==> src/rtl/pc_unit.sv <==
// pc_unit: fetch-stage program counter with step/redirect/trap and a circular return-address stack
// Ports: clk, rst_n (async active-low); en advances state; half selects 2-byte step when C_EXT=1;
// load/call/ret/trap with target/trap_vector choose the next pc; ras_flush empties the stack.
// Outputs: pc (registered), pc_plus_len (pc + step), ras_top, ras_count, ras_lost (sticky overflow).
module pc_unit #(
  parameter int WIDTH = 32,
  parameter logic [WIDTH-1:0] RESET_VECTOR = '0,
  parameter int RAS_DEPTH = 4,
  parameter bit C_EXT = 1'b0
) (
  input  logic                       clk,
  input  logic                       rst_n,
  input  logic                       en,
  input  logic                       half,
  input  logic                       load,
  input  logic [WIDTH-1:0]           target,
  input  logic                       call,
  input  logic                       ret,
  input  logic                       trap,
  input  logic [WIDTH-1:0]           trap_vector,
  input  logic                       ras_flush,
  output logic [WIDTH-1:0]           pc,
  output logic [WIDTH-1:0]           pc_plus_len,
  output logic [WIDTH-1:0]           ras_top,
  output logic [$clog2(RAS_DEPTH):0] ras_count,
  output logic                       ras_lost
);
  localparam int PW = $clog2(RAS_DEPTH);
  localparam int CW = PW + 1;
  logic [WIDTH-1:0] pc_q, pc_d;
  logic [WIDTH-1:0] mem_q [RAS_DEPTH];
  logic [WIDTH-1:0] mem_d [RAS_DEPTH];
  logic [PW-1:0] sp_q, sp_d, top_idx;
  logic [CW-1:0] cnt_q, cnt_d;
  logic lost_q, lost_d;
  logic [WIDTH-1:0] step, tgt, tvec;
  logic empty, full, act, push, pop, swap;
  assign step = (C_EXT && half) ? WIDTH'(2) : WIDTH'(4);
  assign tgt = {target[WIDTH-1:1], 1'b0};
  assign tvec = {trap_vector[WIDTH-1:1], 1'b0};
  // sp points at the next free slot; the top entry sits one below it (modulo depth)
  assign top_idx = sp_q - PW'(1);
  assign empty = cnt_q == '0;
  assign full = cnt_q == CW'(RAS_DEPTH);
  assign act = en && !trap;
  // call+ret on an empty stack degenerates into a plain push
  assign push = act && call && (!ret || empty);
  assign swap = act && call && ret && !empty;
  assign pop = act && ret && !call && !empty;
  assign pc = pc_q;
  assign pc_plus_len = pc_q + step;
  assign ras_top = empty ? '0 : mem_q[top_idx];
  assign ras_count = cnt_q;
  assign ras_lost = lost_q;
  assign pc_d = !en ? pc_q :
                trap ? tvec :
                (ret && !empty) ? ras_top :
                (ret || load || call) ? tgt : pc_plus_len;
  always_comb begin
    mem_d = mem_q;
    sp_d = sp_q;
    cnt_d = cnt_q;
    lost_d = lost_q;
    if (push) begin
      // when full, sp already addresses the oldest entry, so the write overwrites it
      mem_d[sp_q] = pc_plus_len;
      sp_d = sp_q + PW'(1);
      cnt_d = full ? cnt_q : cnt_q + CW'(1);
      lost_d = lost_q | full;
    end
    if (swap) mem_d[top_idx] = pc_plus_len;
    if (pop) begin
      sp_d = top_idx;
      cnt_d = cnt_q - CW'(1);
    end
    if (ras_flush) begin
      sp_d = '0;
      cnt_d = '0;
      lost_d = 1'b0;
    end
  end
  always_ff @(posedge clk or negedge rst_n) begin
    if (!rst_n) begin
      pc_q <= RESET_VECTOR;
      mem_q <= '{default: '0};
      sp_q <= '0;
      cnt_q <= '0;
      lost_q <= 1'b0;
    end else begin
      pc_q <= pc_d;
      mem_q <= mem_d;
      sp_q <= sp_d;
      cnt_q <= cnt_d;
      lost_q <= lost_d;
    end
  end
endmodule
==> config.mk <==
export PLATFORM = sky130hd
export DESIGN_NAME = pc_unit
export DESIGN_NICKNAME = d
export VERILOG_FILES = /design/src/rtl/pc_unit.sv
export SDC_FILE = /design/constraint.sdc
export NUM_CORES = 1
export LEC_CHECK = 0
export CAP_MARGIN = 10
export CORE_ASPECT_RATIO = 1.4
export CORE_UTILIZATION = 25
export DETAILED_ROUTE_END_ITERATION = 10
export GPL_TIMING_DRIVEN = 0
export PLACE_DENSITY = 0.5
export REMOVE_ABC_BUFFERS = 1
export SYNTH_ARGS = -nofsm -noshare
export SYNTH_HDL_FRONTEND = slang
export SYNTH_SLANG_ARGS = --single-unit
==> constraint.sdc <==
create_clock -name clk -period 3.45 [get_ports clk]
set_input_delay 0.69 -clock clk [delete_from_list [all_inputs] [get_ports clk]]
set_output_delay 0.69 -clock clk [all_outputs]
set_load 0.01 [all_outputs]
==> run summary <==
Status -> finished clean
Nets -> 1192
GRT Total Usage -> 18.2%
PD cells -> 675 mW/mm2
Leakage power total -> 0.00488 uW
Worst slew pin tran -> 1.22 ns
Hold buffer count at CTS -> 0
Die width -> 161 um
Vias in the first global route -> 7862
Routability congestion estimate from global placement -> 0.761
Required time worst endpoint -> 2.76 ns
Post-Syn Area -> 0.00886 mm2
I/O pin count -> 173
Post-synthesis xor/xnor area fraction -> 2.87%
Final slew viol count -> 0
Port-buffer cells -> 169
Main combinational cell family by area after synthesis -> simple AND/OR/NAND/NOR gates
Fmax achieved -> 0.296 GHz
CTS clk-pin slew, worst paths -> 0.07 ns
Critical Path Source Type -> flip-flop
Post-Synthesis Cells -> 926
Reg2reg end -> mem_q[0]
Clock sinks -> 166
Worst setup path startpoint -> pc[22]
CP Capture Type -> output pin
Clock Skew -> 0.00883 ns
Fillers -> 3513
Avg WL per Cell -> 20.5 um
ANT nets after route -> 0
R2r setup slk -> 0.59 ns
Maxcap violations -> 0
Initial antenna violation count -> 1
Tmin final -> 3.38 ns
Final WL -> 32400 um
FFs w/ async S/R, synth -> 100%
Post-synth EDFFs -> 0
Die area -> 0.0362 mm2
Slowest cell on the critical path -> clkdlybuf4s50_1
First-pass GRT wire length -> 48900 um
Grt total ovfl -> 0
Crit path kind -> flip-flop to output pin
Unique cell type count in the Yosys netlist -> 61
R2R Path Start -> ras_count[0]
Commonest cells after routing, fill and taps aside -> 167 x clkdlybuf4s50_1, 144 x dfrtp_1, 142 x nor2_1
Number of vias per cell -> 4.87
Max H-tree Level -> 4
Final setup viols -> 0
Initial core utilization -> 25.3%
Pre-antenna DRT Iters -> 5
Syn-to-layout area delta -> 41.8%
Worst path max stage delay -> 0.50 ns
Mapped Avg Cell Area -> 9.57 um2
CTS tree -> done
Peak supply drop -> 0.000313 V
R2R cell count -> 7
Largest net degree at the start of global routing -> 88
WHS -> 0.254 ns
TritonCTS buffer count -> 17
Crit Path Max Fanout -> 5
Commonest non-fill, non-tap cell in the layout -> clkdlybuf4s50_1
Main synth FF type -> dfrtp_1
Die Height -> 225 um
Clk_lat worst skew -> 0.44 ns
DRT iter0 DRCs -> 493
Via count -> 7696
Post-detail-place hpwl -> 22600 um
Root Buffer -> clkbuf_16
CP endpoint -> pc_plus_len[23]
Mux cell area share after synthesis -> 10.3%
Sequential fraction of the synthesis area -> 46.9%
Critical path arrival -> 2.69 ns
Clk buf depth -> 2
Crit-path cells -> nand4_1, buf_4, o31a_1, nor2_1, inv_1, clkdlybuf4s50_1
Normalized max-slew margin -> 18.9%
Final period util -> 97.9%
Core area -> 0.0350 mm2
Post-Synth Adder-Cell Area -> 1.21%
Post-Synth Simple-Gate Area -> 17.2%
Compound-cell area share of the yosys netlist -> 16.4%
Warnings, synthesis -> 0
#FFs+latches synth -> 166
Min-delay worst type -> input pin to asynchronous set/reset pin
Share of cells above drive strength 1 -> 19.4%
# rows -> 81
DRC -> 0
Pwr Total -> 8480 uW
Final Hold Vio Count -> 0
cell type report:
class	count	area, um2	area share [%]
Clock inverter	11	195	1.55
Timing Repair Buffer	237	2510	20.0
Antenna cell	1	2.50	0.0199
Clock buffer	21	470	3.74
Sequential cell	166	4180	33.3
Inverter	39	146	1.16
Tap cell	456	571	4.54
Multi-Input combinational cell	650	4490	35.7
state kept, by name (all words and copies together) (netlist names):
name	cells
mem_q	128
pc	32
ras_count	3
ras_lost	1
sp_q	2
worst min path at each step:
stage,to,slack [ns],depth (start not counted)
after CTS,mem_q[60],0.29,1
after global placement,mem_q[3],0.49,1
after detailed placement,mem_q[97],0.49,1
after global routing,pc[27],0.32,1
after floorplan,mem_q[0],0.39,0
final,pc[27],0.25,1
kinds of logic after synthesis:
logic type      Yosys count
buf+inv                 111
mux                      49
simple gates            318
flops                   166
xor+xnor                 29
fa+ha+maj                 8
compound gates          245
metrics by stage:
step	utilization [%]	setup TNS (ns)	std cells	worst slack, ns	instance area (um2)
2_1_floorplan	-	-244.78	854	-1.88	8540
3_3_place_gp	30.9	-1828.63	1479	-5.90	10800
3_5_place_dp	32.3	-138.44	1499	-1.38	11300
4_1_cts	35.4	0	1562	0.00236	12400
5_1_grt	35.9	-0.0160	1580	-0.0160	12600
6_report	35.9	0	1581	0.0710	12600
Yosys cell counts (6+ instances only):
cell type	number	area, um2
dfrtp_1	166	4150
a21oi_1	145	726
nor2_1	144	541
nand2_1	52	195
clkbuf_1	47	176
inv_1	38	143
nor2b_1	34	213
mux4_2	32	721
nand3_1	25	125
o21ai_0	24	120
o22ai_1	18	113
xnor2_1	18	158
buf_2	17	85.1
mux2_2	16	180
nand4_1	16	100
nor3_1	13	65.1
xor2_1	11	96.3
a221oi_1	8	70.1
a31oi_1	7	43.8
and3_1	7	43.8
ha_1	7	87.6
a31o_2	6	52.6
critical path: cells and delay by family, from the launching register on:
family                 cells  cell delay [ns]
buffers and inverters      3             0.83
AND/OR/NAND/NOR            2             0.65
flip-flops                 1             0.48
AO/OA/AOI/OAI              1             0.30
metal layers:
layer | global-route usage (%) | share of wire, % | vias to the layer above
li1 | - | - | 3658
met1 | 21.2 | 40 | 3802
met2 | 33.1 | 53 | 190
met3 | 3.28 | 4.0 | 46
met4 | 6.76 | 2.7 | 0
met5 | 0 | 0 | -
what timing repair did:
action | 4_1_cts | 5_1_grt
setup endpoints to repair | 182 | 14
gates resized for setup | 39 | 10
gates cloned | 1 | 0
pin swaps | 9 | 6
buffers inserted | 30 | 18
power by group:
part / total (uW) / internal (uW) / switching [uW]
logic: 3080 / 1640 / 1440
registers: 3220 / 2730 / 485
clock network: 2180 / 1350 / 832
(Power assumes the default switching activity.)
